<file path="src/rtl/memarb2_pkg.sv">
// Shared types and constants for the two-bank memory arbiter.
// Replaces the old memarb.vh / sizes.vh headers.
package memarb2_pkg;

    localparam int unsigned SIZE_ADDR      = 16;
    localparam int unsigned SIZE_DATA      = 32;
    localparam int unsigned STARVE_MAX_DEF = 8;
    localparam int unsigned CNT_W          = 8;

    typedef enum logic [1:0] {
        S_IDLE  = 2'd0,
        S_WAIT  = 2'd1,
        S_FORCE = 2'd2
    } state_t;

    // Per-bank owner of an in-flight read: {valid, is_x}
    typedef struct packed {
        logic valid;
        logic is_x;
    } owner_tag_t;

    localparam int unsigned TAG_W = $bits(owner_tag_t);

endpackage

</file>
<file path="src/rtl/memarb2_if.sv">
// Bus bundle between pipeline, secondary agent, the two memory banks and memarb2.
// slave = arbiter side, master = the requesters/memory side.
interface memarb2_if;
    import memarb2_pkg::*;

    logic                 iw_p_req;
    logic                 iw_p_mp;
    logic                 iw_p_we;
    logic [SIZE_ADDR-1:0] iw_p_addr;
    logic [SIZE_DATA-1:0] iw_p_wdata;
    logic                 ow_p_stall;
    logic                 ow_p_rvalid;
    logic [SIZE_DATA-1:0] ow_p_rdata;

    logic                 iw_x_req;
    logic                 iw_x_mp;
    logic                 iw_x_we;
    logic [SIZE_ADDR-1:0] iw_x_addr;
    logic [SIZE_DATA-1:0] iw_x_wdata;
    logic                 ow_x_gnt;
    logic                 ow_x_rvalid;
    logic [SIZE_DATA-1:0] ow_x_rdata;

    logic                 ow_mem_en    [0:1];
    logic                 ow_mem_we    [0:1];
    logic [SIZE_ADDR-1:0] ow_mem_addr  [0:1];
    logic [SIZE_DATA-1:0] ow_mem_wdata [0:1];
    logic [SIZE_DATA-1:0] iw_mem_rdata [0:1];

    modport slave (
        input  iw_p_req, iw_p_mp, iw_p_we, iw_p_addr, iw_p_wdata,
        output ow_p_stall, ow_p_rvalid, ow_p_rdata,
        input  iw_x_req, iw_x_mp, iw_x_we, iw_x_addr, iw_x_wdata,
        output ow_x_gnt, ow_x_rvalid, ow_x_rdata,
        output ow_mem_en, ow_mem_we, ow_mem_addr, ow_mem_wdata,
        input  iw_mem_rdata
    );

    modport master (
        output iw_p_req, iw_p_mp, iw_p_we, iw_p_addr, iw_p_wdata,
        input  ow_p_stall, ow_p_rvalid, ow_p_rdata,
        output iw_x_req, iw_x_mp, iw_x_we, iw_x_addr, iw_x_wdata,
        input  ow_x_gnt, ow_x_rvalid, ow_x_rdata,
        input  ow_mem_en, ow_mem_we, ow_mem_addr, ow_mem_wdata,
        output iw_mem_rdata
    );

endinterface

</file>
<file path="src/rtl/memarb_bank.sv">
// One memory bank: request mux between pipeline and agent, read owner tag,
// and per-requester read-return hit flags.
module memarb_bank
    import memarb2_pkg::*;
(
    input  logic                 iw_clk,
    input  logic                 iw_rst,
    input  logic                 p_sel,
    input  logic                 x_sel,
    input  logic                 p_we,
    input  logic                 x_we,
    input  logic [SIZE_ADDR-1:0] p_addr,
    input  logic [SIZE_ADDR-1:0] x_addr,
    input  logic [SIZE_DATA-1:0] p_wdata,
    input  logic [SIZE_DATA-1:0] x_wdata,
    output logic                 mem_en,
    output logic                 mem_we,
    output logic [SIZE_ADDR-1:0] mem_addr,
    output logic [SIZE_DATA-1:0] mem_wdata,
    output logic                 p_hit,
    output logic                 x_hit
);

    owner_tag_t tag_q;

    assign mem_en    = p_sel | x_sel;
    assign mem_we    = x_sel ? x_we    : (p_sel & p_we);
    assign mem_addr  = x_sel ? x_addr  : p_addr;
    assign mem_wdata = x_sel ? x_wdata : p_wdata;

    always_ff @(posedge iw_clk) begin
        if (!iw_rst) begin
            tag_q <= '0;
        end else begin
            tag_q.valid <= mem_en & ~mem_we;
            tag_q.is_x  <= x_sel;
        end
    end

    // Gating with reset drops a return whose read was issued just before reset
    assign p_hit = iw_rst & tag_q.valid & ~tag_q.is_x;
    assign x_hit = iw_rst & tag_q.valid &  tag_q.is_x;

endmodule

</file>
<file path="src/rtl/memarb2.sv">
// Two-bank arbiter between the pipeline memory stage and a secondary agent.
// MEMARB_STARVE_EN enables the bounded-wait anti-starvation FSM; otherwise strict pipeline priority.
module memarb2
    import memarb2_pkg::*;
#(
    parameter int unsigned STARVE_MAX = STARVE_MAX_DEF
) (
    input  logic     iw_clk,
    input  logic     iw_rst,
    memarb2_if.slave mb
);

    logic                 conflict;
    logic                 x_win;
    logic                 p_stall;
    logic                 x_gnt;
    logic                 p_hit [0:1];
    logic                 x_hit [0:1];
    logic [SIZE_DATA-1:0] p_hold_q;
    logic [SIZE_DATA-1:0] x_hold_q;

    if (STARVE_MAX < 1 || STARVE_MAX > 255) begin : g_bad_starve
        $error("memarb2: STARVE_MAX must be in 1..255");
    end

    assign conflict = mb.iw_p_req & mb.iw_x_req & (mb.iw_p_mp == mb.iw_x_mp);

`ifdef MEMARB_STARVE_EN
    localparam logic [CNT_W-1:0] SMAX = CNT_W'(STARVE_MAX);

    state_t           state_q, state_d;
    logic [CNT_W-1:0] cnt_q, cnt_d, cnt_inc;

    always_ff @(posedge iw_clk) begin
        if (!iw_rst) begin
            state_q <= S_IDLE;
            cnt_q   <= '0;
        end else begin
            state_q <= state_d;
            cnt_q   <= cnt_d;
        end
    end

    always_comb begin
        state_d = state_q;
        cnt_d   = cnt_q;
        x_win   = 1'b0;
        cnt_inc = (cnt_q == SMAX) ? SMAX : cnt_q + 8'd1;
        case (state_q)
            S_IDLE: begin
                if (conflict) begin
                    cnt_d   = 8'd1;
                    state_d = (SMAX == 8'd1) ? S_FORCE : S_WAIT;
                end
            end
            S_WAIT: begin
                if (!conflict) begin
                    state_d = S_IDLE;
                    cnt_d   = '0;
                end else begin
                    cnt_d = cnt_inc;
                    if (cnt_inc == SMAX) state_d = S_FORCE;
                end
            end
            S_FORCE: begin
                x_win   = 1'b1;
                state_d = S_IDLE;
                cnt_d   = '0;
            end
            default: begin
                state_d = S_IDLE;
                cnt_d   = '0;
            end
        endcase
    end
`else
    assign x_win = 1'b0;
`endif

    assign x_gnt   = iw_rst & mb.iw_x_req & (~conflict | x_win);
    assign p_stall = iw_rst & conflict & x_win;

    assign mb.ow_x_gnt   = x_gnt;
    assign mb.ow_p_stall = p_stall;

    for (genvar b = 0; b < 2; b++) begin : g_bank
        logic p_sel, x_sel;

        assign p_sel = iw_rst & mb.iw_p_req & (mb.iw_p_mp == 1'(b)) & ~p_stall;
        assign x_sel = x_gnt & (mb.iw_x_mp == 1'(b));

        memarb_bank u_bank (
            .iw_clk    (iw_clk),
            .iw_rst    (iw_rst),
            .p_sel     (p_sel),
            .x_sel     (x_sel),
            .p_we      (mb.iw_p_we),
            .x_we      (mb.iw_x_we),
            .p_addr    (mb.iw_p_addr),
            .x_addr    (mb.iw_x_addr),
            .p_wdata   (mb.iw_p_wdata),
            .x_wdata   (mb.iw_x_wdata),
            .mem_en    (mb.ow_mem_en[b]),
            .mem_we    (mb.ow_mem_we[b]),
            .mem_addr  (mb.ow_mem_addr[b]),
            .mem_wdata (mb.ow_mem_wdata[b]),
            .p_hit     (p_hit[b]),
            .x_hit     (x_hit[b])
        );
    end

    // Each requester hits at most one bank per cycle; otherwise the last value is held
    assign mb.ow_p_rvalid = p_hit[0] | p_hit[1];
    assign mb.ow_x_rvalid = x_hit[0] | x_hit[1];
    assign mb.ow_p_rdata  = p_hit[0] ? mb.iw_mem_rdata[0] :
                            p_hit[1] ? mb.iw_mem_rdata[1] : p_hold_q;
    assign mb.ow_x_rdata  = x_hit[0] ? mb.iw_mem_rdata[0] :
                            x_hit[1] ? mb.iw_mem_rdata[1] : x_hold_q;

    always_ff @(posedge iw_clk) begin
        if (!iw_rst) begin
            p_hold_q <= '0;
            x_hold_q <= '0;
        end else begin
            if (mb.ow_p_rvalid) p_hold_q <= mb.ow_p_rdata;
            if (mb.ow_x_rvalid) x_hold_q <= mb.ow_x_rdata;
        end
    end

endmodule

</file>
<file path="src/flat_wrapper.sv">
// flat-port wrapper written by rule: the top's interface ports become plain ports
module memarb2_flat import memarb2_pkg::*;
#(
    parameter int unsigned STARVE_MAX = STARVE_MAX_DEF
)
  (iw_clk, iw_rst, mb_iw_p_req, mb_iw_p_mp, mb_iw_p_we, mb_iw_p_addr, mb_iw_p_wdata, mb_ow_p_stall, mb_ow_p_rvalid, mb_ow_p_rdata, mb_iw_x_req, mb_iw_x_mp, mb_iw_x_we, mb_iw_x_addr, mb_iw_x_wdata, mb_ow_x_gnt, mb_ow_x_rvalid, mb_ow_x_rdata, mb_ow_mem_en, mb_ow_mem_we, mb_ow_mem_addr, mb_ow_mem_wdata, mb_iw_mem_rdata);
  memarb2_if mb_i ();
  input  logic iw_clk;
  input  logic iw_rst;
  input wire logic [$bits(mb_i.iw_p_req)-1:0] mb_iw_p_req;
  input wire logic [$bits(mb_i.iw_p_mp)-1:0] mb_iw_p_mp;
  input wire logic [$bits(mb_i.iw_p_we)-1:0] mb_iw_p_we;
  input wire logic [$bits(mb_i.iw_p_addr)-1:0] mb_iw_p_addr;
  input wire logic [$bits(mb_i.iw_p_wdata)-1:0] mb_iw_p_wdata;
  output wire logic [$bits(mb_i.ow_p_stall)-1:0] mb_ow_p_stall;
  output wire logic [$bits(mb_i.ow_p_rvalid)-1:0] mb_ow_p_rvalid;
  output wire logic [$bits(mb_i.ow_p_rdata)-1:0] mb_ow_p_rdata;
  input wire logic [$bits(mb_i.iw_x_req)-1:0] mb_iw_x_req;
  input wire logic [$bits(mb_i.iw_x_mp)-1:0] mb_iw_x_mp;
  input wire logic [$bits(mb_i.iw_x_we)-1:0] mb_iw_x_we;
  input wire logic [$bits(mb_i.iw_x_addr)-1:0] mb_iw_x_addr;
  input wire logic [$bits(mb_i.iw_x_wdata)-1:0] mb_iw_x_wdata;
  output wire logic [$bits(mb_i.ow_x_gnt)-1:0] mb_ow_x_gnt;
  output wire logic [$bits(mb_i.ow_x_rvalid)-1:0] mb_ow_x_rvalid;
  output wire logic [$bits(mb_i.ow_x_rdata)-1:0] mb_ow_x_rdata;
  output wire logic [$bits(mb_i.ow_mem_en)-1:0] mb_ow_mem_en;
  output wire logic [$bits(mb_i.ow_mem_we)-1:0] mb_ow_mem_we;
  output wire logic [$bits(mb_i.ow_mem_addr)-1:0] mb_ow_mem_addr;
  output wire logic [$bits(mb_i.ow_mem_wdata)-1:0] mb_ow_mem_wdata;
  input wire logic [$bits(mb_i.iw_mem_rdata)-1:0] mb_iw_mem_rdata;
  assign mb_i.iw_p_req = mb_iw_p_req;
  assign mb_i.iw_p_mp = mb_iw_p_mp;
  assign mb_i.iw_p_we = mb_iw_p_we;
  assign mb_i.iw_p_addr = mb_iw_p_addr;
  assign mb_i.iw_p_wdata = mb_iw_p_wdata;
  assign mb_ow_p_stall = mb_i.ow_p_stall;
  assign mb_ow_p_rvalid = mb_i.ow_p_rvalid;
  assign mb_ow_p_rdata = mb_i.ow_p_rdata;
  assign mb_i.iw_x_req = mb_iw_x_req;
  assign mb_i.iw_x_mp = mb_iw_x_mp;
  assign mb_i.iw_x_we = mb_iw_x_we;
  assign mb_i.iw_x_addr = mb_iw_x_addr;
  assign mb_i.iw_x_wdata = mb_iw_x_wdata;
  assign mb_ow_x_gnt = mb_i.ow_x_gnt;
  assign mb_ow_x_rvalid = mb_i.ow_x_rvalid;
  assign mb_ow_x_rdata = mb_i.ow_x_rdata;
  assign mb_ow_mem_en = {>>{mb_i.ow_mem_en}};
  assign mb_ow_mem_we = {>>{mb_i.ow_mem_we}};
  assign mb_ow_mem_addr = {>>{mb_i.ow_mem_addr}};
  assign mb_ow_mem_wdata = {>>{mb_i.ow_mem_wdata}};
  assign mb_i.iw_mem_rdata = {>>{mb_iw_mem_rdata}};
  memarb2 #(.STARVE_MAX(STARVE_MAX)) u_core (.iw_clk(iw_clk), .iw_rst(iw_rst), .mb(mb_i));
endmodule
</file>
<file path="config.mk">
export PLATFORM = sky130hd
export DESIGN_NAME = memarb2_flat
export DESIGN_NICKNAME = d
export VERILOG_FILES = /design/src/rtl/memarb2_pkg.sv /design/src/rtl/memarb2_if.sv /design/src/rtl/memarb_bank.sv /design/src/rtl/memarb2.sv /design/src/flat_wrapper.sv
export SDC_FILE = /design/constraint.sdc
export NUM_CORES = 1
export LEC_CHECK = 0
export ABC_AREA = 1
export CAP_MARGIN = 40
export CORE_AREA = 2 2 130 132
export CTS_CLUSTER_SIZE = 10
export DETAILED_ROUTE_END_ITERATION = 6
export DIE_AREA = 0 0 132 134
export PLACE_DENSITY = 0.82
export RECOVER_POWER = 25
export SYNTH_ARGS = -nofsm -noshare
export SYNTH_HDL_FRONTEND = slang
export SYNTH_HIERARCHICAL = 1
export SYNTH_SLANG_ARGS = --single-unit
</file>
<file path="constraint.sdc">
create_clock -name iw_clk -period 1.18 [get_ports iw_clk]
set_input_delay 0.177 -clock iw_clk [delete_from_list [all_inputs] [get_ports iw_clk]]
set_output_delay 0.177 -clock iw_clk [all_outputs]
set_load 0.005 [all_outputs]
</file>
==> results of run 1 <==
[flip-flops by register name, summed over array words and instances, names as in the netlist]
signal                      count
u_core/p_hold_q                32
u_core/x_hold_q                32
u_core/g_bank.u_bank/tag_q      4
[cell type report]
cell class | count | area share (%)
Tap cell | 220 | 2.12
Clock buffer | 10 | 1.84
Timing Repair inverter | 1 | 0.125
Multi-Input combinational cell | 644 | 36.4
Timing Repair Buffer | 570 | 45.7
Sequential cell | 68 | 10.5
Clock inverter | 6 | 0.299
Inverter | 81 | 3.03
[layer usage]
layer  up-vias  GRT usage [%]  part of all wire [%]
met2       576           62.2                    51
li1       3651              -                     -
met3       224           8.01                   8.5
met4         0           23.3                   9.4
met5         -              0                     0
met1      3858           31.4                    31
[metrics by stage]
step                utilization (%)  instance area (µm²)
floorplan                         -                 5000
global placement               55.8                 9080
detailed placement             55.8                 9080
CTS                            70.9                11600
global route                   79.8                13000
finish                         79.8                13000
[path summary, 6_finish.rpt]
check	startpoint	to	slack, ps	cells past startpoint
hold reg to reg	u_core/x_hold_q[3]	u_core/x_hold_q[3]	560	4
setup / recovery	u_core/g_bank[1].u_bank/tag_q[1]	mb_ow_x_rdata[21]	-740	9
hold / removal	iw_rst	u_core/g_bank[1].u_bank/tag_q[0]	250	4
setup reg to reg	u_core/g_bank[0].u_bank/tag_q[1]	u_core/p_hold_q[1]	-630	14
[power groups by stage]
stage / Combinational [W] / Clock [W] / Sequential [W]
after floorplan: 0.000536 / 0 / 0.00238
after global placement: 0.00204 / 0 / 0.00239
after detailed placement: 0.00206 / 0 / 0.00239
after CTS: 0.00244 / 0.00252 / 0.00235
after global routing: 0.00296 / 0.00268 / 0.00235
final: 0.00285 / 0.00255 / 0.00235
[worst max-delay path: stages, from the launching register on]
cell and delay (ps):
dfxtp_2 320, nand2_4 90, nor2_4 50, buf_12 140
nor2_8 220, buf_6 140, buf_12 140, nand2_4 60
nand3_2 110, buf_2 150
[layout by cell type, fill, tap and decap left out, types with 3 or more instances in the layout]
cell type	Yosys	layout
buf_16	0	14
nand2_2	0	184
buf_8	0	18
inv_1	77	40
nand3_2	59	53
buf_4	5	65
clkdlybuf4s50_1	0	162
nand2_4	0	114
buf_6	17	148
buf_12	0	43
nand2_1	496	198
dfxtp_1	68	64
clkinv_2	0	3
dfxtp_2	0	4
nor2_4	0	5
nand3_1	73	41
inv_2	2	30
nand3_4	0	38
buf_2	35	116
inv_4	2	5
inv_6	0	3
clkbuf_16	0	11
[cells by family after synthesis]
group                  Yosys count  synth area share, %
and+or+nand+nor                641                 58.1
buffers and inverters          139                 14.3
AOI/OAI and AO/OA                2                0.200
DFF                             68                 27.2
other                            1               0.0750
[repair_timing]
| action | 4_1_cts | 5_1_grt |
|---|---|---|
| hold endpoints to repair | 0 | 0 |
| resized for setup | 1055 | 440 |
| gates cloned | 29 | 2 |
| pin swaps | 79 | 80 |
| setup buffers | 122 | 58 |
| endpoints found under the setup margin | 234 | 233 |
==> results.cfg, run 1 <==
[status]
outcome = finished, violations left
violations = setup timing

[pwr]
p_int_w = 0.00536
power.total_w = 0.00775
pwr-share-seq_pct = 30.3
p_per_area_nw_per_um2 = 597
switchingPower_w = 0.00239
p_leak_nw = 6.93
pwr-share-clk_pct = 32.9
max-vdd-ir-drop_mv = 0.636
p_sw_share_pct = 30.8
combPwrFrac_pct = 36.8

[critical_path]
worst_setup_path_start_kind = flop
critPathKind = flop to output pin
critical_path.endpoint_type = output pin
required_ps = 1000
arrival_ps = 1740
cp_max_fo = 6

[placed_design]
routabilityCongestion = 0.971
place_inst = 1432
place_hpwl_um = 17500
io_buffers = 334
preCtsSetupSlack_ps = -1090

[route]
dr.pass1.iters = 7
wl_per_cell_um = 22.2
avgViaCountPerCell = 5.19
vias = 8309
remaining_drc_errors = 0
drt_wl_total_um = 35500
drtAntennaViolNets = 0
first_iter_violations = 476

[timing]
setup-violations-final = 232
relSlewSlack_pct = 48.3
grt_setup_unrepaired = yes
worst_slack_ps = -735
worstMarginPinSlew_ps = 776
min_period_over_period_pct = 162
hold_violations = 0
hold_slack_ps = 245
fmax_mhz = 522
post-route-min-period_ps = 1920
fin_skew_ps = 8.46
slew_viol_final = 0
finalSetupTns_ps = -101230

[cts]
clockRootBuffer = clkbuf_16
numCtsBuffers = 9
cts_tree = done
cts_sinks = 68
clk_pin_slew_ps = 50
clock_latency_ps = 340
hold_buffers = 0
cts-htree-levels = 3
clockBufferDepth = 2

[logic_synthesis]
yosysWarnings = 6
synth.most_common_cell = nand2_1
async_flop_share_pct = 0
synth_edf_count = 0
synthTopCellsByCount = 496 x nand2_1, 77 x inv_1, 73 x nand3_1, 68 x dfxtp_1, 59 x nand3_2
synth.top_cell.area_share_pct = 37.2
synth_area_leaders = nand2_1 37%, dfxtp_1 27%, nand3_2 12%, nand3_1 7.3%, inv_1 5.8%
ys_seq_area_share_pct = 27.2
syn-cell-area_um2 = 5000
ys_ff_latch = 68
synthCells = 851
yosys.area.top_type = nand2_1
synth_top_flop_cell = dfxtp_1
syn_nets = 1019
synth.avg_cell_area_um2 = 5.87
synth_cell_types = 17

[die]
dieWidth_um = 132
floorplan.initialDensity_pct = 30.7
core_area_um2 = 16300
die_h_um = 134
dieArea_um2 = 17700
rows = 47
io_pins = 336

[job]
maxCapViolations = 0

[cells_and_area]
multi_input_area_um2 = 4730
fillerInstances = 919
n_antenna_cell = 0
layout.nets = 1543
register_area_um2 = 1370
syn2layout_area_growth_pct = 160
fin_cells = 1600
drive_gt1_share_pct = 63.0

[global_route]
grt_max_degree = 47
grt_pass1_vias = 8373
grtUsageTotal_pct = 33.0
antenna_found_initial = 0
grt_pass1_wl_um = 45200
grt_overflow = 0

[hold_path]
hold_path.class = input port to flop
(Power assumes the default switching activity.)
==> run 2, diff against run 1 <==
--- a/config.mk
+++ b/config.mk
@@ -6,7 +6,6 @@
 export NUM_CORES = 1
 export LEC_CHECK = 0
 export ABC_AREA = 1
-export CAP_MARGIN = 40
 export CORE_AREA = 2 2 130 132
 export CTS_CLUSTER_SIZE = 10
 export DETAILED_ROUTE_END_ITERATION = 6
==> results of run 2 <==
The final DEF is identical to that of run 1; final timing and power are the same.
==> run 3, diff against run 2 <==
--- a/config.mk
+++ b/config.mk
@@ -7,7 +7,6 @@
 export LEC_CHECK = 0
 export ABC_AREA = 1
 export CORE_AREA = 2 2 130 132
-export CTS_CLUSTER_SIZE = 10
 export DETAILED_ROUTE_END_ITERATION = 6
 export DIE_AREA = 0 0 132 134
 export PLACE_DENSITY = 0.82
==> results of run 3 <==
The final DEF is identical to that of run 1; final timing and power are the same.
